<file path="config.mk">
export PLATFORM = sky130hd
export DESIGN_NAME = stage5_output_flat
export DESIGN_NICKNAME = d
export VERILOG_FILES = /design/src/rtl/cordic_pkg.sv /design/src/rtl/stage5_output_if.sv /design/src/rtl/satAddSub.sv /design/src/rtl/stage5_output.sv /design/src/flat_wrapper.sv
export SDC_FILE = /design/constraint.sdc
export NUM_CORES = 1
export LEC_CHECK = 0
export ABC_AREA = 1
export CAP_MARGIN = 25
export CORE_MARGIN = 2
export CORE_UTILIZATION = 45
export DETAILED_ROUTE_END_ITERATION = 6
export PLACE_DENSITY = 0.71
export REMOVE_ABC_BUFFERS = 1
export SYNTH_ARGS = -nofsm -noshare
export SYNTH_HDL_FRONTEND = slang
export SYNTH_SLANG_ARGS = --single-unit
</file>
<file path="constraint.sdc">
create_clock -name clk -period 11.55 [get_ports clk]
set_clock_uncertainty 0.05 [all_clocks]
set_input_delay 3.465 -clock clk [delete_from_list [all_inputs] [get_ports clk]]
set_output_delay 3.465 -clock clk [all_outputs]
set_load 0.1 [all_outputs]
</file>
<file path="src/rtl/cordic_pkg.sv">
// Shared width and occupancy-state definitions for the CORDIC output stage.
package cordic_pkg;

    localparam int IDWIDTH = 16;

    typedef enum logic [1:0] {
        EMPTY = 2'd0,
        ONE   = 2'd1,
        TWO   = 2'd2
    } occ_state_t;

endpackage

</file>
<file path="src/rtl/stage5_output_if.sv">
// Bundle of the stage5 input handshake, output handshake and status signals.
interface stage5_output_if
    import cordic_pkg::*;
#(
    parameter int DWIDTH = IDWIDTH
);

    logic [DWIDTH-1:0] Xin;
    logic [DWIDTH-1:0] Yin;
    logic              in_valid;
    logic              in_ready;
    logic [DWIDTH-1:0] cosh_o;
    logic [DWIDTH-1:0] sinh_o;
    logic [DWIDTH-1:0] exp_o;
    logic [DWIDTH-1:0] expn_o;
    logic              ovf_o;
    logic              out_valid;
    logic              out_ready;
    logic [15:0]       sat_cnt;

    // master: upstream/downstream environment; slave: the stage itself
    modport master (
        output Xin, Yin, in_valid, out_ready,
        input  in_ready, cosh_o, sinh_o, exp_o, expn_o, ovf_o, out_valid, sat_cnt
    );

    modport slave (
        input  Xin, Yin, in_valid, out_ready,
        output in_ready, cosh_o, sinh_o, exp_o, expn_o, ovf_o, out_valid, sat_cnt
    );

endinterface

</file>
<file path="src/rtl/satAddSub.sv">
// Saturating signed add/subtract: full-precision result at DWIDTH+1 bits, clamped to DWIDTH.
module satAddSub
    import cordic_pkg::*;
#(
    parameter int DWIDTH = IDWIDTH
) (
    input  logic [DWIDTH-1:0] iData1,
    input  logic [DWIDTH-1:0] iData2,
    input  logic              iSub,
    output logic [DWIDTH-1:0] oData,
    output logic              oOvf
);

    localparam logic signed [DWIDTH:0] SAT_MAX = {2'b00, {(DWIDTH-1){1'b1}}};
    localparam logic signed [DWIDTH:0] SAT_MIN = {2'b11, {(DWIDTH-1){1'b0}}};

    logic signed [DWIDTH:0] ext1;
    logic signed [DWIDTH:0] ext2;
    logic signed [DWIDTH:0] full;

    always_comb begin
        ext1  = {iData1[DWIDTH-1], iData1};
        ext2  = {iData2[DWIDTH-1], iData2};
        full  = iSub ? (ext1 - ext2) : (ext1 + ext2);
        oData = full[DWIDTH-1:0];
        oOvf  = 1'b0;
        if (full > SAT_MAX) begin
            oData = SAT_MAX[DWIDTH-1:0];
            oOvf  = 1'b1;
        end else if (full < SAT_MIN) begin
            oData = SAT_MIN[DWIDTH-1:0];
            oOvf  = 1'b1;
        end
    end

endmodule

</file>
<file path="src/rtl/stage5_output.sv">
// CORDIC output stage: forms sat(X+Y) and sat(X-Y) and buffers results in a 2-entry skid FIFO.
module stage5_output
    import cordic_pkg::*;
#(
    parameter int DWIDTH = IDWIDTH
) (
    input  logic            clk,
    input  logic            rst,
    stage5_output_if.slave  bus
);

    typedef struct packed {
        logic [DWIDTH-1:0] cosh;
        logic [DWIDTH-1:0] sinh;
        logic [DWIDTH-1:0] exp_v;
        logic [DWIDTH-1:0] expn_v;
        logic              ovf;
    } entry_t;

    occ_state_t        state_reg;
    occ_state_t        state_next;
    entry_t            entry_reg [2];
    entry_t            new_entry;
    logic [15:0]       sat_cnt_reg;
    logic [DWIDTH-1:0] res_data [2];
    logic [1:0]        res_ovf;
    logic              in_ready;
    logic              out_valid;
    logic              push;
    logic              pop;

    // Instance 0 forms X+Y (exp), instance 1 forms X-Y (exp of negative argument)
    for (genvar gi = 0; gi < 2; gi++) begin : g_addsub
        satAddSub #(.DWIDTH(DWIDTH)) u_sat (
            .iData1 (bus.Xin),
            .iData2 (bus.Yin),
            .iSub   (gi == 1),
            .oData  (res_data[gi]),
            .oOvf   (res_ovf[gi])
        );
    end

    // Handshake decoded from registered state only, so in_ready has no out_ready path
    assign in_ready  = (state_reg != TWO);
    assign out_valid = (state_reg != EMPTY);
    assign push      = bus.in_valid && in_ready;
    assign pop       = out_valid && bus.out_ready;

    always_comb begin
        new_entry.cosh   = bus.Xin;
        new_entry.sinh   = bus.Yin;
        new_entry.exp_v  = res_data[0];
        new_entry.expn_v = res_data[1];
        new_entry.ovf    = |res_ovf;
    end

    always_comb begin
        state_next = state_reg;
        case (state_reg)
            EMPTY:   if (push) state_next = ONE;
            ONE: begin
                if (push && !pop)      state_next = TWO;
                else if (pop && !push) state_next = EMPTY;
            end
            TWO:     if (pop) state_next = ONE;
            default: state_next = EMPTY;
        endcase
    end

    // Slot 0 is always the head; slot 1 only holds the second-oldest entry in TWO
    always_ff @(posedge clk) begin
        if (rst) begin
            state_reg   <= EMPTY;
            sat_cnt_reg <= '0;
            for (int i = 0; i < 2; i++) entry_reg[i] <= '0;
        end else begin
            state_reg <= state_next;
            if (push && new_entry.ovf && (sat_cnt_reg != 16'hFFFF))
                sat_cnt_reg <= sat_cnt_reg + 16'd1;
            case (state_reg)
                EMPTY: if (push) entry_reg[0] <= new_entry;
                ONE: begin
                    if (push && pop) entry_reg[0] <= new_entry;
                    else if (push)   entry_reg[1] <= new_entry;
                end
                TWO:   if (pop) entry_reg[0] <= entry_reg[1];
                default: ;
            endcase
        end
    end

    assign bus.in_ready  = in_ready;
    assign bus.out_valid = out_valid;
    assign bus.cosh_o    = entry_reg[0].cosh;
    assign bus.sinh_o    = entry_reg[0].sinh;
    assign bus.exp_o     = entry_reg[0].exp_v;
    assign bus.expn_o    = entry_reg[0].expn_v;
    assign bus.ovf_o     = entry_reg[0].ovf;
    assign bus.sat_cnt   = sat_cnt_reg;

endmodule

</file>
<file path="src/flat_wrapper.sv">
// flat-port wrapper written by rule: the top's interface ports become plain ports
module stage5_output_flat import cordic_pkg::*;
#(
    parameter int DWIDTH = IDWIDTH
)
  (clk, rst, bus_Xin, bus_Yin, bus_in_valid, bus_out_ready, bus_in_ready, bus_cosh_o, bus_sinh_o, bus_exp_o, bus_expn_o, bus_ovf_o, bus_out_valid, bus_sat_cnt);
  stage5_output_if #(.DWIDTH(DWIDTH)) bus_i ();
  input  logic clk;
  input  logic rst;
  input wire logic [$bits(bus_i.Xin)-1:0] bus_Xin;
  input wire logic [$bits(bus_i.Yin)-1:0] bus_Yin;
  input wire logic [$bits(bus_i.in_valid)-1:0] bus_in_valid;
  input wire logic [$bits(bus_i.out_ready)-1:0] bus_out_ready;
  output wire logic [$bits(bus_i.in_ready)-1:0] bus_in_ready;
  output wire logic [$bits(bus_i.cosh_o)-1:0] bus_cosh_o;
  output wire logic [$bits(bus_i.sinh_o)-1:0] bus_sinh_o;
  output wire logic [$bits(bus_i.exp_o)-1:0] bus_exp_o;
  output wire logic [$bits(bus_i.expn_o)-1:0] bus_expn_o;
  output wire logic [$bits(bus_i.ovf_o)-1:0] bus_ovf_o;
  output wire logic [$bits(bus_i.out_valid)-1:0] bus_out_valid;
  output wire logic [$bits(bus_i.sat_cnt)-1:0] bus_sat_cnt;
  assign bus_i.Xin = bus_Xin;
  assign bus_i.Yin = bus_Yin;
  assign bus_i.in_valid = bus_in_valid;
  assign bus_i.out_ready = bus_out_ready;
  assign bus_in_ready = bus_i.in_ready;
  assign bus_cosh_o = bus_i.cosh_o;
  assign bus_sinh_o = bus_i.sinh_o;
  assign bus_exp_o = bus_i.exp_o;
  assign bus_expn_o = bus_i.expn_o;
  assign bus_ovf_o = bus_i.ovf_o;
  assign bus_out_valid = bus_i.out_valid;
  assign bus_sat_cnt = bus_i.sat_cnt;
  stage5_output #(.DWIDTH(DWIDTH)) u_core (.clk(clk), .rst(rst), .bus(bus_i));
endmodule
</file>
== Word level (Yosys, flattened, before mapping) ==
Memory sizes are Yosys's and may differ from the RTL's.
Index checks and enable logic that the tools add are counted.
Cells by class
  add/sub/neg operators: 3
  $lt $le $gt $ge: 4
  equality and inequality tests: 7
  muxes and demuxes: 35
  bitwise logic cells: 4
  reduce and logical (&&, ||, !) cells: 13
Operators by type and width (count)
  65-bit 2-to-1 mux: 4
  16-bit 2-to-1 mux: 4
  17-bit by 16-bit > comparator with 1-bit output, second input constant: 2
  17-bit by 16-bit less-than comparator with 1-bit output, second input constant: 2
  1-bit 2-to-1 mux: 22
  16-bit by 16-bit adder with 17-bit output: 1
  16-bit by 16-bit subtractor with 17-bit output: 1
  16-bit by 1-bit adder with 16-bit output, second input constant: 1
  16-bit != test, second input constant: 1
  2-bit 2-to-1 mux: 4
  1-bit logical AND: 7
  2-bit one-hot mux with 3 select lines: 1
  2-bit by 1-bit != test with 1-bit output, second input constant: 2
  1-bit bitwise OR: 4
  3-bit by 1-bit != test with 1-bit output, second input constant: 1
  3-bit AND reduction: 1
  2-bit by 1-bit == test with 1-bit output, second input constant: 1
  2-bit == test, second input constant: 1
  1-bit zero test: 2
  2-bit zero test: 1
  2-bit != test, second input constant: 1
  2-bit nonzero test: 1
  2-bit OR reduction: 1
Word-level totals
  register bits after elaboration: 18
  memory bits (writable): 130
  input bits: 36
  output and inout bits: 83
  word-level logic and storage cells: 69
  memories kept: 1
Memories
  u_core.entry_reg: words 2, bits a word 65, rd ports 2, clocked after memory_dff 0, write ports 2, line stage5_output.sv:22  | entry_t entry_reg [2];

== Longest topological paths before layout ==
Gate-level depths: netlist (run 1).
  depth in word-level cells: 9
  mapped depth: 20
  gate-level depth less buffers: 20

== Cells and area by module ==
A second synthesis (run 1) with hierarchy kept.
Unflattened totals
  cells, all modules: 1179
  area, all modules: 9502.9 um^2
Modules (own cells, without submodules)
  stage5_output: times used 1, cells each 602, area an instance 6356.1 um^2, seq. area each 4264.1 um^2
  satAddSub at u_core.g_addsub[0].u_sat: times used 1, cells each 289, area an instance 1575.3 um^2, seq. area each 0.0 um^2
  satAddSub at u_core.g_addsub[1].u_sat: times used 1, cells each 288, area an instance 1571.5 um^2, seq. area each 0.0 um^2

== Worst setup path before layout (run 1) ==
Ideal clock, no wire load.
  path type: input port to flip-flop
  from: input bus_in_valid
  to: memory u_core.entry_reg[0][0] (netlist bit), enable pin
  setup time: 505 ps
  arrival: 6857 ps
  data required time: 10995 ps
  setup slack: 4137 ps
  stages on the path: 4
  path buffers: 0
  cell sequence: nand2_1 -> nor2_1 -> inv_1 -> o211ai_1
RTL lines
  start: declaration: line flat_wrapper.sv:12  | input wire logic [$bits(bus_i.in_valid)-1:0] bus_in_valid;
  end: declaration: line stage5_output.sv:22

==> metrics.txt, run 1 <==
crit path time final=6.40 ns; worst-case clock buffer depth=2; design area=9830 µm²; Avg Inst Size Synth=9.04 µm²; worst-skew pair later-pin latency=0.42 ns; Achievable Freq=156 MHz; dpl cells=1189; Clock Sinks=148; final std cells w/o fill=1221; Worst Setup End Kind=flop; Lkg Pwr=4.35 nW; Worst slew margin=31.0%; Starting Density=45.7%; Final Hold Fails=0; nets=1054; fin crit share=55.4%; area share of the largest cell type after synthesis=49.5%; synth warn=0; post-synthesis mux area share=0%; largest net degree at the start of global routing=70; run status=finished clean; layout cell share with drive strength beyond 1=6.63%; antenna viol nets, final=0; initial antenna violation count=0; P&R area growth vs syn=24.7%; # H-tree levels=4; drt initial violations=403; Initial DRT Pass Iterations=4; CTS tree=yes; wirelength, routed=17600 µm; Main synth FF type=edfxtp_1; most numerous cell in the Yosys netlist=nand2_1; Antenna Cells=0; Post-synth EDFFs=130; # DRC=0; sequential element share of the synthesized area=54.1%; dpl hpwl=12300 µm; DR WL/cell=14.4 µm; Max Cap Violations=0; Synth Area in Simple Gates=20.2%; Reg2Reg Setup Slack=8.82 ns; Yosys cell types=36; Syn Std Cell Area=7890 µm²; post-place setup slack=4.81 ns; post-synthesis cell count=872; Hold Buf Count CTS=0; Slew Limit Fails=0; hold crit path type=reg -> reg; Yosys reg bits=148; worst endpoint data arrival time=6.64 ns; FFs w/ async S/R, synth=0%; Chip Width=136 µm; post-synthesis compound-gate area fraction=7.43%; clk slew on worst S/H paths=0.06 ns; via count=5956; cell area power density=176 nW/µm²; Tightest Pin Transition=1.03 ns; placed instance area=9240 µm²; Synth Area in XOR/XNOR=4.11%; RSZ-0062 raised after global routing=false; Setup-failing EPs final=0; # IOs=119; GRT Overall Usage=19.8%; Worst setup SP type=primary input; RD Place Congestion=0.904; overall power=1.73 mW; CTS Buf Count=17; crit-path max FO=12; Largest register FFs=130; TNS Setup=0 ns; GRT Residual Overflow=0; top post-synthesis cells by area=edfxtp_1, nand2_1, inv_1; Setup Crit Path Kind=in -> reg; port bufs=118; core area=17200 µm²; Commonest cells post-synth=nand2_1, edfxtp_1, inv_1, nor2_1, a21oi_1; row cnt=48; die area=18600 µm²; CTS Root Cell=clkbuf_16; combinational family with the most area after synthesis=simple AND/OR/NAND/NOR gates; adder-cell area share of the yosys netlist=5.74%; leading area contributor after synthesis=edfxtp_1; vias in the first global route=5767; height of the die=136 µm; required time of the critical path=11.78 ns; Setup Fix Bufs, Post-CTS=0; VDD IR-drop max=105 µV; fin worst setup slack=5.15 ns; Vias per Instance=4.88; first-pass GRT wire length=28500 µm; CTS resizes=0
cells in the final DEF, fill, tap and decap left out, drive strengths merged:
| master | instances |
|---|---|
| clkinv | 7 |
| a21oi | 58 |
| bufinv | 3 |
| nand4 | 22 |
| nand2 | 245 |
| clkdlybuf4s50 | 118 |
| a31oi | 6 |
| nor2 | 74 |
| nor3 | 4 |
| nand3 | 25 |
| xnor2 | 6 |
| fa | 2 |
| dfxtp | 18 |
| and3 | 2 |
| clkinvlp | 5 |
| buf | 5 |
| inv | 135 |
| o21ai | 36 |
| nand3b | 1 |
| a31o | 2 |
| o211ai | 2 |
| o21bai | 4 |
| xor2 | 31 |
| ha | 33 |
| nor4 | 3 |
| clkbuf | 18 |
| and2 | 1 |
| edfxtp | 130 |
where the power goes:
part           total (mW)  switching, mW  leakage, nW  internal (mW)
Clock               0.551          0.214        0.271          0.337
Sequential          0.672         0.0181         1.52          0.654
Combinational       0.503          0.389         2.56          0.114
metrics by stage:
stage | util (%) | hold WS (ns)
final | 57.0 | 0.453
after global routing | 57.0 | 0.478
after CTS | 57.0 | 0.452
after detailed placement | 53.6 | 0.440
after global placement | 53.6 | 0.435
after floorplan | - | 0.444
path summary, 6_finish.rpt:
kind              cells past startpoint                                from                                  to
hold reg to reg                       2  u_core.bus.sat_cnt[5]$_SDFFE_PP0P_  u_core.bus.sat_cnt[5]$_SDFFE_PP0P_
hold / removal                        2  u_core.bus.sat_cnt[5]$_SDFFE_PP0P_  u_core.bus.sat_cnt[5]$_SDFFE_PP0P_
setup reg to reg                      7  u_core.bus.sat_cnt[0]$_SDFFE_PP0P_  u_core.bus.sat_cnt[9]$_SDFFE_PP0P_
setup / recovery                     16                          bus_Xin[0]   u_core.entry_reg[0][15]$_DFFE_PP_
cell type report:
type	count	area, µm²
fill	1536	7400
sequential	148	4260
multi-input combinational	557	2970
timing repair buffer	123	1220
inverter	136	510
clock buffer	18	429
tap	225	282
clock inverter	14	161
worst max-delay path, stage by stage:
cell and delay [ns]:
clkdlybuf4s50_1 0.50, inv_1 0.07, ha_1 0.22, fa_1 0.40, nand3b_1 0.17, nand2_1 0.12
nand2_1 0.06, nand2_1 0.16, nand2_1 0.09, nand3_1 0.07, nand2_1 0.09, nor2_1 0.15
inv_1 0.10, nor2_1 0.60, inv_1 0.21, nand3_1 0.14
cell families after synthesis:
| kind of cell | count (synthesis) |
|---|---|
| compound gates | 108 |
| xor+xnor | 37 |
| fa+ha+maj | 35 |
| buf+inv | 167 |
| flops | 148 |
| simple gates | 377 |
routing by layer:
metal / vias to the layer above / GRT usage [%] / share of wire, %
li1: 3046 / - / -
met1: 2759 / 25.1 / 45
met2: 132 / 32.8 / 49
met3: 19 / 5.00 / 5.1
met4: 0 / 7.18 / 1.3
met5: - / 0 / 0
Power figures use the tool's default switching activity.
==> run 2, diff against run 1 <==
- clock period: 11.55 -> 6.44 ns (I/O delays scaled with it)
==> run 2 against run 1 <==
Compared with the run above: combinational power is 80% higher; register-to-register slack got worse by 5.2 ns; routed wire length grew 0.13%; critical endpoint is now u_core.entry_reg[0][14]$_DFFE_PP_.
==> metrics.txt, run 2 (synthesis results as in run 1) <==
Setup-failing EPs final=0; drt initial violations=488; worst-skew pair later-pin latency=0.42 ns; die area=18600 µm²; most frequent CP cell=nand2_1; DR WL/cell=14.4 µm; Min Hold Slack=0.452 ns; Antenna Cells=0; dpl cells=1190; Worst path top cell family by delay=simple AND/OR/NAND/NOR gates; run status=finished clean; clock network fraction of total power=31.7%; sequential fraction of design power=39.0%; worst-case clock buffer depth=2; Setup Fix Bufs, Post-CTS=0; # H-tree levels=4; CTS Buf Count=17; Slew Limit Fails=0; dpl hpwl=12700 µm; cell area power density=314 nW/µm²; # DRC=0; first-pass GRT wire length=28400 µm; Hold Path Depth=2; overall power=3.08 mW; VDD IR-drop max=210 µV; FILL cells=1538; Reg-to-Reg End=u_core.bus.sat_cnt[1]$_SDFFE_PP0P_; clk slew on worst S/H paths=0.06 ns; Register-to-Register Path Depth=8; Reg2Reg Setup Slack=3.67 ns; RD Place Congestion=0.922; layout cell share with drive strength beyond 1=7.02%; Chip Width=136 µm; GRT Overall Usage=19.8%; Max Cap Violations=0; CTS tree=yes; worst r2r src=u_core.bus.sat_cnt[0]$_SDFFE_PP0P_; Register Area=4260 µm²; Lkg Pwr=4.37 nW; Hold Buf Count CTS=0; GRT Residual Overflow=0; internal power=1.95 mW; crit path time final=4.84 ns; vias in the first global route=5746; Worst slew margin=30.6%; fin crit share=75.2%; port bufs=118; Setup Crit Path Kind=in -> reg; Switching Share=36.8%; Final Hold Fails=0; required time of the critical path=6.67 ns; wirelength, routed=17600 µm; height of the die=136 µm; Bufs and invs on worst path=4; Worst setup SP type=primary input; nets=1055; row cnt=48; P&R area growth vs syn=24.7%; largest net degree at the start of global routing=66; Clock Sinks=148; # IOs=119; CP cell instances=clkdlybuf4s50_1, inv_1, ha_1, fa_1, nand3b_1, nand2_1, nand2_1, nand2_1, nand2_1, nand3_1, nand2_1, nor2_1, inv_1, nor2_1, inv_1, nand3_1; RSZ-0062 raised after global routing=false; crit-path max FO=12; Largest register FFs=130; Min-Delay Endpoint=u_core.bus.sat_cnt[5]$_SDFFE_PP0P_; core area=17200 µm²; Slowest-stage cell, CP=nor2_1; combinational share of power=29.3%; Tightest Pin Transition=1.04 ns; worst endpoint data arrival time=5.07 ns; Worst Setup End Kind=flop; initial antenna violation count=0; antenna viol nets, final=0; Initial DRT Pass Iterations=5; CTS Root Cell=clkbuf_16; commonest cells after routing, fill and taps aside=nand2_1, edfxtp_1, inv_1; Achievable Freq=206 MHz; commonest non-fill, non-tap cell in the layout=nand2_1; Starting Density=45.7%; via count=6049; CTS resizes=0; Crit path largest cell delay=0.59 ns; Multi-input gate area=2970 µm²; HP Start=u_core.bus.sat_cnt[5]$_SDFFE_PP0P_; final std cells w/o fill=1222; P_sw=1.13 mW; Vias per Instance=4.95; TNS Setup=0 ns; hold crit path type=reg -> reg
-- run 2: cell types whose count changed in the layout (fill, tap and decap cells not counted), sizes merged --
cell      before  now
clkinvlp       5    2
buf            5    6
clkbuf        18   17
inv          135  136
bufinv         3    2
clkinv         7   11
-- run 2: how the worst max path moves through the flow --
stage	from	to	slack, ns	cells past startpoint
floorplan	bus_in_valid	u_core.entry_reg[0][0]$_DFFE_PP_	0.56	4
global placement	bus_Xin[0]	u_core.entry_reg[0][14]$_DFFE_PP_	1.31	16
detailed placement	bus_Xin[0]	u_core.entry_reg[0][14]$_DFFE_PP_	1.22	16
CTS	bus_Xin[0]	u_core.entry_reg[0][14]$_DFFE_PP_	1.66	16
global route	bus_Xin[0]	u_core.entry_reg[0][15]$_DFFE_PP_	1.32	16
finish	bus_Xin[0]	u_core.entry_reg[0][14]$_DFFE_PP_	1.60	16
-- run 2: stage by stage --
stage	instance area (µm²)	util [%]	setup WS [ns]
finish	9830	57.1	1.60
global route	9830	57.1	1.32
CTS	9830	57.1	1.66
detailed placement	9250	53.7	1.22
global placement	9250	53.7	1.31
floorplan	7730	-	0.560
-- run 2: layout make-up --
cell class                      instances  area share, %
Sequential cell                       148           43.4
Inverter                              136           5.19
Timing Repair Buffer                  124           12.5
Clock buffer                           17           4.33
Multi-Input combinational cell        557           30.2
Tap cell                              225           2.86
Clock inverter                         15           1.62
-- run 2: worst min-delay path, stage by stage (launching register included) --
cell     delay [ns]
dfxtp_1        0.33
nand2_1        0.07
a21oi_1        0.05
-- run 2: power by group through the flow --
stage               Combinational, mW  Sequential, mW  Clock, mW
detailed placement              0.905            1.22          0
floorplan                       0.253            1.65          0
global route                    0.959            1.21       1.03
CTS                             0.908            1.20      0.985
global placement                0.901            1.22          0
finish                          0.905            1.20      0.976
-- run 2: routing by layer --
metal  wire length [µm]  track usage, %  share of wire [%]  vias up
met5                  0               0                  0        -
li1                   -               -                  -     3055
met3                981            5.11                5.6       22
met1               7770            25.7                 44     2810
met2               8590            32.3                 49      162
met4                286            6.89                1.6        0
==> run 3, diff against run 2 <==
- PLACE_DENSITY: 0.71 -> 0.74
- clock period: 6.44 -> 4 ns (I/O delays scaled with it)
==> run 3 against run 2 <==
Compared with the run above: worst hold slack got worse by 0.0085 ns; total power rose by 69%; sequential power rose by 62%.
==> metrics.txt, run 3 (synthesis results as in run 1) <==
DR WL/cell=13.8 µm; worst endpoint data arrival time=3.82 ns; required time of the critical path=4.11 ns; Achievable Freq=269 MHz; worst r2r src=u_core.state_reg[1]$_SDFFE_PP0P_; run status=finished clean; clock network fraction of total power=33.0%; Reg2Reg Setup Slack=1.50 ns; commonest cells after routing, fill and taps aside=nand2_1, buf_4, edfxtp_1; worst-case clock buffer depth=2; Switching Share=34.7%; crit-path max FO=10; Max Cap Violations=0; final std cells w/o fill=1312; P&R area growth vs syn=33.1%; Reg-to-Reg End=u_core.entry_reg[0][24]$_DFFE_PP_; nets=1145; internal power=3.40 mW; GRT Residual Overflow=0; fin worst setup slack=0.281 ns; overall power=5.21 mW; drt initial violations=384; cell area power density=496 nW/µm²; design area=10500 µm²; Register-to-Register Path Depth=14; GRT Overall Usage=20.1%; Final Util=60.9%; Tightest Pin Transition=0.977 ns; Register Area=4260 µm²; wirelength, routed=18100 µm; Setup Crit Path Kind=in -> reg; Setup Fix Bufs, Post-CTS=0; initial antenna violation count=0; via count=6372; crit path time final=3.72 ns; commonest non-fill, non-tap cell in the layout=nand2_1; fin crit share=93.0%; Min-Delay Endpoint=u_core.bus.sat_cnt[11]$_SDFFE_PP0P_; hold crit path type=reg -> reg; Lkg Pwr=4.91 nW; Starting Density=45.7%; vias in the first global route=6087; Vias per Instance=4.86; layout cell share with drive strength beyond 1=19.0%; Worst Setup End Kind=flop; Clock Sinks=148; post-place setup slack=-0.284 ns; CTS tree=yes; dpl cells=1280; CTS resizes=0; FILL cells=1451; placed instance area=9860 µm²; # DRC=0; row cnt=48; Slew Limit Fails=0; Multi-input gate area=2970 µm²; Initial DRT Pass Iterations=5; CTS Root Cell=clkbuf_16; Worst setup SP type=primary input; RD Place Congestion=0.892; Worst slew margin=34.7%; P_sw=1.81 mW; core area=17200 µm²; HP Start=u_core.bus.sat_cnt[11]$_SDFFE_PP0P_; RSZ-0062 raised after global routing=false; # IOs=119; clk slew on worst S/H paths=0.06 ns; CTS Buf Count=17; VDD IR-drop max=358 µV; Setup-failing EPs final=0; height of the die=136 µm; first-pass GRT wire length=29200 µm; # H-tree levels=4; antenna viol nets, final=0; combinational share of power=29.8%; Chip Width=136 µm; dpl hpwl=13200 µm; sequential fraction of design power=37.2%; die area=18600 µm²; Final Hold Fails=0; Hold Path Depth=2; worst-skew pair later-pin latency=0.42 ns; largest net degree at the start of global routing=66; Antenna Cells=0; port bufs=118; Hold Buf Count CTS=0; Largest register FFs=130
## run 3: cell types whose count changed in the layout (fill, tap and decap cells not counted)
| cell | before | now |
|---|---|---|
| bufinv_16 | 2 | 5 |
| buf_4 | 6 | 140 |
| buf_12 | 0 | 4 |
| nor2_2 | 2 | 3 |
| clkbuf_1 | 0 | 1 |
| nor2_1 | 70 | 69 |
| inv_6 | 2 | 1 |
| clkinv_4 | 6 | 2 |
| clkinv_1 | 3 | 4 |
| clkdlybuf4s50_1 | 118 | 70 |
## run 3: final cells by class
cell class / instances / area share [%]
sequential: 148 / 40.6
tap: 225 / 2.68
clock inverter: 14 / 1.99
multi-input combinational: 557 / 28.3
timing repair buffer: 214 / 17.5
clock buffer: 18 / 4.09
inverter: 136 / 4.86
## run 3: metrics by stage
stage          setup TNS [ns]  hold WS [ns]
2_1_floorplan          -74.59         0.444
5_1_grt                     0         0.471
6_report                    0         0.444
4_1_cts                     0         0.448
3_3_place_gp            -5.33         0.436
3_5_place_dp            -7.42         0.436
## run 3: critical path, cell delays in order
cell and delay (ns):
clkdlybuf4s50_1 0.48, buf_4 0.11, ha_1 0.18, inv_1 0.07, fa_1 0.41, inv_1 0.07, nand2_1 0.08, nand2_1 0.09
nand3_1 0.10, nand2_2 0.10, nand2_2 0.07, nand2_2 0.06, nand2_1 0.05, nand2_1 0.06, nand2_2 0.05, nand2_1 0.07
clkinv_1 0.06, buf_4 0.18, a21oi_1 0.23, nand2_1 0.11
## run 3: power by group through the flow
stage               combinational, mW  sequential [mW]  clock, mW
global route                     1.64             1.96       1.79
CTS                              1.56             1.94       1.74
finish                           1.55             1.94       1.72
floorplan                       0.408             2.66          0
detailed placement               1.55             1.97          0
global placement                 1.54             1.97          0
## run 3: worst max path at each step
stage / endpoint / startpoint / slack [ns]
2_1_floorplan: u_core.entry_reg[0][0]$_DFFE_PP_ / bus_in_valid / -1.15
3_3_place_gp: u_core.entry_reg[0][14]$_DFFE_PP_ / bus_Xin[0] / -0.24
3_5_place_dp: u_core.entry_reg[0][14]$_DFFE_PP_ / bus_Xin[0] / -0.28
4_1_cts: u_core.entry_reg[0][15]$_DFFE_PP_ / bus_Xin[0] / 0.11
5_1_grt: u_core.entry_reg[0][28]$_DFFE_PP_ / bus_Xin[0] / 0.09
6_report: u_core.entry_reg[0][24]$_DFFE_PP_ / bus_Xin[0] / 0.28
## run 3: routing by layer
metal / up-vias / global-route usage [%] / share of wire [%]
met5: - / 0 / 0
met4: 0 / 6.48 / 1.2
met3: 16 / 3.88 / 5.2
met2: 189 / 33.7 / 48
met1: 2931 / 26.3 / 45
li1: 3236 / - / -
